$ cat src/rtl/sudoku_cell_mapper_pkg.sv
// sudoku_cell_mapper_pkg: board geometry and digit constants shared by the cell mapper.
package sudoku_cell_mapper_pkg;
  typedef logic [3:0] cell_idx_t;
  localparam cell_idx_t GRID_DIM = 4'd9;
  localparam int BOARD_CELLS = 81;
  localparam int DIGIT_W = 4;
  localparam logic [DIGIT_W-1:0] EMPTY_DIGIT = 4'd0;
  localparam logic [DIGIT_W-1:0] MAX_DIGIT = 4'd9;
endpackage

$ cat src/rtl/sudoku_cell_mapper_axis_tracker.sv
// sudoku_axis_tracker: incremental cell index / sub-pixel offset counter for one raster axis.
module sudoku_axis_tracker
  import sudoku_cell_mapper_pkg::*;
#(
  parameter int CELL_SIZE = 14
) (
  input  logic      clk,
  input  logic      reset,
  input  logic      i_adv,
  input  logic      i_start,
  output cell_idx_t o_idx,
  output logic [3:0] o_sub,
  output logic      o_in
);
  always_ff @(posedge clk)
    if (reset) begin
      o_idx <= '0;
      o_sub <= '0;
      o_in  <= 1'b0;
    end else if (i_adv) begin
      if (i_start) begin
        o_idx <= '0;
        o_sub <= '0;
        o_in  <= 1'b1;
      end else if (o_in) begin
        if (o_sub == 4'(CELL_SIZE - 1)) begin
          o_sub <= '0;
          o_idx <= (o_idx == GRID_DIM - 4'd1) ? '0 : o_idx + 4'd1;
          if (o_idx == GRID_DIM - 4'd1) o_in <= 1'b0;
        end else begin
          o_sub <= o_sub + 4'd1;
        end
      end
    end
endmodule

$ cat src/rtl/sudoku_cell_mapper.sv
// sudoku_cell_mapper: maps the VGA raster onto a 9x9 board cell, owns the digit board, 2-tick pipeline.
// Optional SUDOKU_CURSOR_HIGHLIGHT_EN drives cursor_on from a cell/cursor comparator.
module sudoku_cell_mapper
  import sudoku_cell_mapper_pkg::*;
#(
  parameter logic [9:0] GRID_X0 = 10'd257,
  parameter logic [9:0] GRID_Y0 = 10'd177,
  parameter int CELL_SIZE = 14
) (
  input  logic       clk,
  input  logic       reset,
  input  logic       pixel_tick,
  input  logic [9:0] pixel_x,
  input  logic [9:0] pixel_y,
  input  logic       video_on,
  input  logic       hsync_in,
  input  logic       vsync_in,
  input  logic       wr_en,
  input  logic [3:0] wr_row,
  input  logic [3:0] wr_col,
  input  logic [3:0] wr_num,
  input  logic       clear,
  input  logic [3:0] cursor_row,
  input  logic [3:0] cursor_col,
  output logic       num_enable,
  output logic [3:0] num,
  output logic [3:0] posX,
  output logic [3:0] posY,
  output logic [3:0] cell_row,
  output logic [3:0] cell_col,
  output logic       cursor_on,
  output logic       video_on_d,
  output logic       hsync_d,
  output logic       vsync_d
);
  cell_idx_t w_col, w_row;
  logic [3:0] w_sub_x, w_sub_y;
  logic w_in_x, w_in_y, w_in, w_wr_ok;
  logic r_video, r_hs, r_vs;
  logic [DIGIT_W-1:0] r_board [GRID_DIM][GRID_DIM];

  sudoku_axis_tracker #(.CELL_SIZE(CELL_SIZE)) u_x (
    .clk, .reset, .i_adv(pixel_tick), .i_start(pixel_x == GRID_X0),
    .o_idx(w_col), .o_sub(w_sub_x), .o_in(w_in_x)
  );
  // rows advance once per line, on the tick that starts it
  sudoku_axis_tracker #(.CELL_SIZE(CELL_SIZE)) u_y (
    .clk, .reset, .i_adv(pixel_tick && pixel_x == '0), .i_start(pixel_y == GRID_Y0),
    .o_idx(w_row), .o_sub(w_sub_y), .o_in(w_in_y)
  );

  assign w_in = w_in_x && w_in_y && r_video;
  assign w_wr_ok = wr_en && wr_row < GRID_DIM && wr_col < GRID_DIM && wr_num <= MAX_DIGIT;

  always_ff @(posedge clk)
    if (reset || clear) begin
      for (int r = 0; r < int'(GRID_DIM); r++)
        for (int c = 0; c < int'(GRID_DIM); c++)
          r_board[r][c] <= EMPTY_DIGIT;
    end else if (w_wr_ok) begin
      r_board[wr_row][wr_col] <= wr_num;
    end

  always_ff @(posedge clk)
    if (reset) begin
      r_video    <= 1'b0;
      r_hs       <= 1'b0;
      r_vs       <= 1'b0;
      video_on_d <= 1'b0;
      hsync_d    <= 1'b0;
      vsync_d    <= 1'b0;
      num_enable <= 1'b0;
      num        <= EMPTY_DIGIT;
      posX       <= '0;
      posY       <= '0;
      cell_row   <= '0;
      cell_col   <= '0;
    end else if (pixel_tick) begin
      r_video    <= video_on;
      r_hs       <= hsync_in;
      r_vs       <= vsync_in;
      video_on_d <= r_video;
      hsync_d    <= r_hs;
      vsync_d    <= r_vs;
      num_enable <= w_in;
      num        <= w_in ? r_board[w_row][w_col] : EMPTY_DIGIT;
      posX       <= w_in ? w_sub_x : '0;
      posY       <= w_in ? w_sub_y : '0;
      cell_row   <= w_in ? w_row : '0;
      cell_col   <= w_in ? w_col : '0;
    end

`ifdef SUDOKU_CURSOR_HIGHLIGHT_EN
  always_ff @(posedge clk)
    if (reset) cursor_on <= 1'b0;
    else if (pixel_tick) cursor_on <= w_in && w_row == cursor_row && w_col == cursor_col;
`else
  logic w_unused_cursor;
  assign w_unused_cursor = ^{cursor_row, cursor_col};
  assign cursor_on = 1'b0;
`endif
endmodule

$ cat config.mk
export PLATFORM = sky130hd
export DESIGN_NAME = sudoku_cell_mapper
export DESIGN_NICKNAME = d
export VERILOG_FILES = /design/src/rtl/sudoku_cell_mapper_pkg.sv /design/src/rtl/sudoku_cell_mapper_axis_tracker.sv /design/src/rtl/sudoku_cell_mapper.sv
export SDC_FILE = /design/constraint.sdc
export NUM_CORES = 1
export LEC_CHECK = 0
export CORE_MARGIN = 2
export CORE_UTILIZATION = 45
export CTS_CLUSTER_SIZE = 40
export DETAILED_ROUTE_END_ITERATION = 7
export PLACE_DENSITY = 0.64
export SLEW_MARGIN = 10
export SYNTH_ARGS = -nofsm -noshare
export SYNTH_HDL_FRONTEND = slang
export SYNTH_SLANG_ARGS = --single-unit
$ cat constraint.sdc
create_clock -name clk -period 4.1 [get_ports clk]
set_clock_uncertainty 0.1 [all_clocks]
set_input_delay 0.615 -clock clk [delete_from_list [all_inputs] [get_ports clk]]
set_output_delay 0.615 -clock clk [all_outputs]
set_load 0.05 [all_outputs]
==> results of run 1 <==
-- per-stage QoR --
step / instances / worst slack [ps] / total power [mW] / util [%]
after global routing: 2887 / 593.8 / 14.24 / 53.73
after floorplan: 1985 / 1112 / 7.723 / -
after CTS: 2887 / 766.1 / 13.94 / 53.73
final: 2887 / 828.1 / 13.82 / 53.73
after global placement: 2766 / 610.1 / 7.887 / 49.92
after detailed placement: 2766 / 532.7 / 7.917 / 49.92
-- worst reg2reg max path, stage by stage (launching register included) --
cell and delay [ps]:
dfxtp_4 670, buf_12 330, buf_4 250, mux4_1 580
a22oi_1 200, a21oi_1 110, a211oi_1 560, and4b_1 280
o21ai_1 90
-- sequential cells by signal, indices dropped and copies added (netlist names), named ones only --
signal / cells
r_board: 576
cell_col: 4
cell_row: 4
num: 4
posX: 4
posY: 4
u_x.o_idx: 4
u_x.o_sub: 4
u_y.o_idx: 4
u_y.o_sub: 4
hsync_d: 1
num_enable: 1
r_hs: 1
r_video: 1
r_vs: 1
u_x.o_in: 1
u_y.o_in: 1
video_on_d: 1
vsync_d: 1
-- cell families (layout without fill, tap and decap cells) --
kind of cell	Yosys count	after routing
fa+ha+maj	6	6
compound gates	160	160
flops	625	625
simple gates	637	637
other cells	1	253
mux	176	176
buf+inv	121	258
xor+xnor	7	7
-- path summary, 6_finish.rpt --
path	endpoint	slack, ps	cells after the start
hold / removal	cell_col[3]	370	2
hold reg to reg	cell_col[3]	370	2
setup / recovery	num[1]	830	8
setup reg to reg	num[1]	830	8
-- power breakdown --
part | internal, mW | switching [mW]
Sequential | 7.26 | 0.0900
Clock | 3.66 | 2.37
Combinational | 0.174 | 0.265
Total | 11.1 | 2.72
-- cells in the mapped netlist (all sizes together) (2+ instances only) --
library cell | n | share of area [%]
edfxtp | 576 | 66
nor2 | 371 | 5.3
nand2 | 185 | 2.6
mux4 | 131 | 12
clkbuf | 53 | 0.76
buf | 50 | 1.3
dfxtp | 49 | 3.7
a22oi | 46 | 1.3
mux2i | 31 | 1.2
o21ai | 29 | 0.55
a21oi | 22 | 0.42
a211oi | 17 | 0.48
nor2b | 17 | 0.40
inv | 16 | 0.23
mux2 | 14 | 0.60
nor3 | 13 | 0.33
nand2b | 10 | 0.24
nand3 | 8 | 0.15
nand4 | 8 | 0.19
a31oi | 7 | 0.17
or2 | 7 | 0.17
ha | 6 | 0.29
o31ai | 6 | 0.17
a221oi | 5 | 0.17
a2111oi | 4 | 0.13
a21boi | 4 | 0.11
o211ai | 4 | 0.11
o22ai | 4 | 0.095
xor2 | 4 | 0.13
a21o | 3 | 0.086
nor4 | 3 | 0.13
o2111ai | 3 | 0.10
xnor2 | 3 | 0.10
and2 | 2 | 0.048
and3 | 2 | 0.048
and4b | 2 | 0.076
clkinv | 2 | 0.029
nand3b | 2 | 0.057
nor4b | 2 | 0.067
or4 | 2 | 0.057
-- routing by layer --
layer	track usage, %	vias up	share of wire [%]
met2	33.51	678	48
li1	-	7020	-
met5	0	-	0
met1	27.64	7917	41
met4	6.310	0	2.5
met3	4.354	106	8.6
-- layout by cell type (no fill, tap or decap), types with 46 or more instances in the layout --
| cell type | instances |
|---|---|
| a22oi_1 | 46 |
| clkdlybuf4s50_1 | 62 |
| nor2_1 | 368 |
| clkbuf_16 | 71 |
| buf_4 | 47 |
| nand2_1 | 181 |
| edfxtp_1 | 576 |
| mux4_2 | 97 |
| conb_1 | 253 |
| dfxtp_1 | 46 |
-- final cells by class --
cell class / instances / area [um^2]
well taps: 765 / 957.2
clock inverters: 28 / 306.5
repair buffers: 119 / 1159
inverters: 18 / 67.56
flip-flops and latches: 625 / 18290
clock buffers: 93 / 1894
fillers: 4708 / 26750
multi-input cells: 1239 / 8389
==> results.toml, run 1 <==
[logic_synthesis]
yosys_register_bits = 625
synth_fa_ha_area_share_pct = 0.2852
synthSimpleGateAreaFrac_pct = 10.01
synth_top_family_by_area = "multiplexers"
netlist_instances = 1733
synthMuxAreaShare_pct = 13.47
synth_compound_area_share_pct = 4.188
netlist_area_um2 = 26320
yosysUniqueCellTypes = 61
async_flop_share_pct = 0
synth-edff-count = 576
synthXorXnorAreaFrac_pct = 0.2329
yosysWarnings = 0
ys_seq_area_share_pct = 69.45
synth-main-ff-cell = "edfxtp_1"
synth_area_per_cell_um2 = 15.19

[critical_path]
cp-end-kind = "register"
cp_slowest_cell = "dfxtp_4"
path_delay_family = "compound AO/OA/AOI/OAI gates"
crit_required_ps = 4460
cp.buffers_inverters = 2
path_class = "register to register"
path_cells = "buf_12 > buf_4 > mux4_1 > a22oi_1 > a21oi_1 > a211oi_1 > and4b_1 > o21ai_1"
arrival_ps = 3640
start_kind = "register"
slowest_delay_ps = 670
crit_fanout = 30

[timing]
drv_slew = 0
fin_crit_sh_pct = 79.80
max_freq_mhz = 305.6
hold_ws_ps = 371.9
fin_tns_setup_ps = 0
hold_viol_final = 0
tightest_slew_ps = 866.0
rsz0062_at_grt = "no"
fin_crit_ps = 3272
maxSlewHeadroom_pct = 42.15
setup_viol = 0

[clock_network]
cts_max_path_buffers = 3
cts_tree = "built"
cts-root-buf = "clkbuf_16"
post_cts_buffers = 0
cts_buffers = 67
clock_sinks = 625
ctsResizeCount = 0
path_clk_slew_ps = 60
hold_buffers = 0
clock_latency_ps = 580
h-tree-depth = 3

[drt]
ant_nets = 0
dr.pass1.iters = 6
drt_iter0_drc = 1644
vias_per_cell = 5.445
wl_um = 60910
wl_per_cell_um = 21.10
vias = 15721
drc = 0

[final_layout]
n_antenna_cell = 0
area_growth_pct = 18.01
final_nets = 2124
design_area_um2 = 31060
drive_gt1_share_pct = 13.48

[floorplan]
die-area_um2 = 60440
die_h_um = 245.8
die_w_um = 245.8
rows = 88
num_io_pins = 73
core-area_um2 = 57810
start_util_pct = 45.53

[min_path]
min_path_type = "register to register"
hp-start = "cell_col[3]"

[grt]
grt_pass1_vias = 15588
track_usage_pct = 20.51
grt_pass1_wl_um = 92200
grt_max_degree = 64
antenna_found_initial = 0
grt_overflow_total = 0

[power_and_ir_drop]
p_leak_nw = 10.71
cellPowerDensity_nw_per_um2 = 445.1
peakVddDrop_mv = 0.3636

[placement]
gp_congestion = 0.8489
port_buffers = 63
placed_area_um2 = 28860
post-dp-hpwl_um = 40300

[outcome]
status = "complete, no violations"

[flow_run]
drv_cap = 0
Power figures use the tool's default switching activity.
==> inputs of run 2 (changes only) <==
Clock period 4.1 ns to 3.1 ns, I/O delays scaled along.
==> run 2 against run 1 <==
  * Global-route usage grew 0.48 points
  * Worst hold slack gained 19 ps
  * Critical path type unchanged
  * First-iteration DRC count shrank 17%
  * Cell area grew 2.3%
  * Clock power grew 32%
  * Power grew 32%
  * Fmax grew 12%
  * Critical path depth is the same
  * Via count grew 2.0%
==> results.toml, run 2 (synthesis gave the netlist of run 1 again) <==
[drt]
drc = 0
vias = 16035
wl_per_cell_um = 20.86
vias_per_cell = 5.404
ant_nets = 0
dr.pass1.iters = 5
drt_iter0_drc = 1361
wl_um = 61900

[grt]
grt_max_degree = 79
antenna_found_initial = 0
grt_pass1_wl_um = 94160
grt_pass1_vias = 16272
track_usage_pct = 20.98
grt_overflow_total = 0

[floorplan]
die_w_um = 245.8
start_util_pct = 45.53
core-area_um2 = 57810
rows = 88
die-area_um2 = 60440
die_h_um = 245.8
num_io_pins = 73

[critical_path]
crit_required_ps = 3460
start_kind = "register"
slowest_delay_ps = 830
rrSetupSlack_ps = 170
cp_slowest_cell = "dfxtp_4"
path_cells = "buf_4 > mux4_1 > a22oi_1 > a21oi_1 > a211oi_1 > buf_4 > and4b_1 > o21ai_1"
reg2reg_depth = 8
cp-end-kind = "register"
arrival_ps = 3290
critPathMostFrequentCell = "buf_4"
path_class = "register to register"
crit_fanout = 42
r2r_end = "num[1]"

[timing]
rsz0062_at_grt = "no"
tightest_slew_ps = 969.7
drv_slew = 0
hold_viol_final = 0
maxSlewHeadroom_pct = 35.11
fin_crit_ps = 2928
fin_tns_setup_ps = 0
fin_crit_sh_pct = 94.45
max_freq_mhz = 341.5
setup_viol = 0

[power_and_ir_drop]
peakVddDrop_mv = 0.4237
finalPower_mw = 18.27
p_leak_nw = 11.09
cellPowerDensity_nw_per_um2 = 575.0

[min_path]
min_path_type = "register to register"
hp-start = "cell_col[3]"
min_path_cells = 2
hold_end = "cell_col[3]"

[clock_network]
ctsResizeCount = 0
hold_buffers = 0
clock_latency_ps = 600
cts_tree = "built"
cts_max_path_buffers = 3
post_cts_buffers = 0
h-tree-depth = 3
cts_buffers = 67
cts-root-buf = "clkbuf_16"
path_clk_slew_ps = 60
clock_sinks = 625

[final_layout]
area_growth_pct = 20.75
fill_cells = 4752
final_common_cell = "edfxtp_1"
drive_gt1_share_pct = 16.67
largest_reg_flops = 576
largest_register = "r_board"
layout_common_cells = "576 x edfxtp_1, 368 x nor2_1, 253 x conb_1"
final_nets = 2204
n_antenna_cell = 0

[placement]
post-dp-hpwl_um = 40550
port_buffers = 63
gp_congestion = 0.8771

[flow_run]
drv_cap = 0

[outcome]
status = "complete, no violations"
[run 2: metrics by stage]
stage | hold WS (ps) | cells | utilization (%) | setup slack [ps] | cell area [um^2]
5_1_grt | 391.3 | 2967 | 54.98 | 29.99 | 31780
4_1_cts | 379.7 | 2967 | 54.98 | 140.6 | 31780
3_3_place_gp | 359.3 | 2846 | 51.20 | 129.7 | 29600
3_5_place_dp | 382.2 | 2846 | 51.20 | 115.3 | 29600
2_1_floorplan | 360.1 | 1985 | - | 261.9 | 27260
6_report | 391.3 | 2967 | 54.98 | 172.1 | 31780
[run 2: worst max path at each step]
stage,endpoint,slack (ps),cells after the start
floorplan,r_board[10][10],260,8
global placement,r_board[8][7],130,7
detailed placement,r_board[0][9],120,9
CTS,num[1],140,8
global route,num[1],30,8
finish,num[1],170,8
[run 2: layout make-up]
| type | count | area (um^2) | share of cell area [%] |
|---|---|---|---|
| well taps | 765 | 957.2 | 3.012 |
| inverters | 18 | 67.56 | 0.2126 |
| multi-input cells | 1239 | 8389 | 26.40 |
| flip-flops and latches | 625 | 18290 | 57.54 |
| clock buffers | 94 | 1926 | 6.059 |
| repair buffers | 199 | 1897 | 5.969 |
| clock inverters | 27 | 257.7 | 0.8110 |
[run 2: report_power, final]
group          switching [mW]  internal [mW]
Clock                    3.20           4.75
Sequential              0.119           9.60
Combinational           0.356          0.246
[run 2: critical path: cells and delay by family (launching register included)]
family,cells,cell delay [ps]
AOI/OAI and AO/OA,4,720
buffers and inverters,2,520
DFF,1,830
muxes,1,370
and+or+nand+nor,1,220
[run 2: routing by layer]
layer / share of wire (%) / track usage, % / up-vias
met5: 0 / 0 / -
met3: 7.8 / 4.169 / 134
met4: 3.1 / 7.094 / 0
li1: - / - / 7183
met1: 41 / 27.63 / 8034
met2: 49 / 34.95 / 684
==> inputs of run 3 (changes only) <==
Settings changed: CORE_ASPECT_RATIO set to 0.5.
==> run 3 against run 2 <==
  * Clock power down 12%
  * Largest power group unchanged
  * Combinational power up 4.3%
  * First-iteration DRC count up 29%
  * Global-route usage down 0.46 points
==> results.toml, run 3 (synthesis gave the netlist of run 1 again) <==
[final_layout]
fin_util_pct = 55.28
fill_cells = 4693
largest_register = "r_board"
n_antenna_cell = 0
drive_gt1_share_pct = 18.14
layout_common_cells = "576 x edfxtp_1, 368 x nor2_1, 253 x conb_1"
final_nets = 2243
multiInputGateArea_um2 = 8389
largest_reg_flops = 576
seq_area_um2 = 18290
area_growth_pct = 20.91
final_common_cell = "edfxtp_1"
design_area_um2 = 31820

[critical_path]
start_kind = "register"
crit_required_ps = 3480
cp-end-kind = "register"
arrival_ps = 3090
path_class = "register to register"
crit_fanout = 21

[clock_network]
cts-root-buf = "clkbuf_16"
cts_buffers = 56
post_cts_buffers = 0
ctsResizeCount = 0
path_clk_slew_ps = 70
cts_tree = "built"
clock_latency_ps = 610
clock_sinks = 625
cts_max_path_buffers = 3
hold_buffers = 0
h-tree-depth = 2

[grt]
grt_overflow_total = 0
track_usage_pct = 20.52
grt_pass1_vias = 15933
grt_max_degree = 74
antenna_found_initial = 1
grt_pass1_wl_um = 94080

[placement]
placed_area_um2 = 30030
port_buffers = 63
gp_congestion = 0.8509
post-dp-hpwl_um = 41880

[drt]
wl_um = 61040
wl_met3_um = 4920
vias = 15971
wl_met1_um = 26840
vias_per_cell = 5.322
highest_layer = "met4"
dr.pass1.iters = 5
drt_iter0_drc = 1762
ant_nets = 0
met2_length_um = 28200
drc = 0
wl_per_cell_um = 20.34

[floorplan]
core-area_um2 = 57560
die_w_um = 346.0
die_h_um = 175.0
die-area_um2 = 60550
rows = 62
start_util_pct = 45.72
num_io_pins = 73

[timing]
drv_slew = 0
fin_tns_setup_ps = 0
fin_crit_ps = 2707
hold_viol_final = 0
fin_crit_sh_pct = 87.31
hold_ws_ps = 392.9
setup_viol = 0
max_freq_mhz = 369.5
tightest_slew_ps = 789.5
rsz0062_at_grt = "no"
maxSlewHeadroom_pct = 47.17

[power_and_ir_drop]
p_leak_nw = 11.15
cellPowerDensity_nw_per_um2 = 543.9
peakVddDrop_mv = 0.4199

[min_path]
min_path_type = "register to register"

[flow_run]
drv_cap = 0

[outcome]
status = "complete, no violations"
==> run 3: layer usage <==
| layer | up-vias | track usage, % |
|---|---|---|
| li1 | 7269 | - |
| met1 | 8053 | 29.94 |
| met2 | 563 | 32.81 |
| met3 | 86 | 3.438 |
| met4 | 0 | 4.130 |
| met5 | - | 0 |
==> run 3: layout make-up <==
cell class	count	share of cell area, %
Sequential cell	625	57.46
Clock inverter	33	1.018
Timing Repair Buffer	249	7.298
Inverter	18	0.2123
Clock buffer	69	4.624
Tap cell	768	3.020
Multi-Input combinational cell	1239	26.36
==> run 3: stage by stage <==
| step | worst slack, ps | cells | total power, mW |
|---|---|---|---|
| 2_1_floorplan | 261.9 | 1985 | 10.21 |
| 3_3_place_gp | -150.1 | 2899 | 10.49 |
| 3_5_place_dp | -150.7 | 2899 | 10.51 |
| 4_1_cts | 411.4 | 3001 | 17.40 |
| 5_1_grt | 298.5 | 3001 | 17.87 |
| 6_report | 393.4 | 3001 | 17.31 |
==> run 3: worst paths after layout <==
path / cells after the start / to / start / slack (ps)
max: 7 / num[1] / register / 390
min: 2 / num_enable / num_enable / 390
max reg2reg: 7 / num[1] / register / 390
min reg2reg: 2 / num_enable / num_enable / 390
==> run 3: power by group <==
group | switching, mW | total (mW) | internal (mW)
logic | 0.365 | 0.628 | 0.263
registers | 0.118 | 9.72 | 9.60
clock network | 3.09 | 6.97 | 3.87
==> run 3: critical path, cell delays in order (launching register included) <==
cell      delay, ps
dfxtp_4         370
buf_12          200
mux4_1          630
mux4_2          530
a211oi_1        270
buf_4           170
and4b_1         210
o21ai_1          70
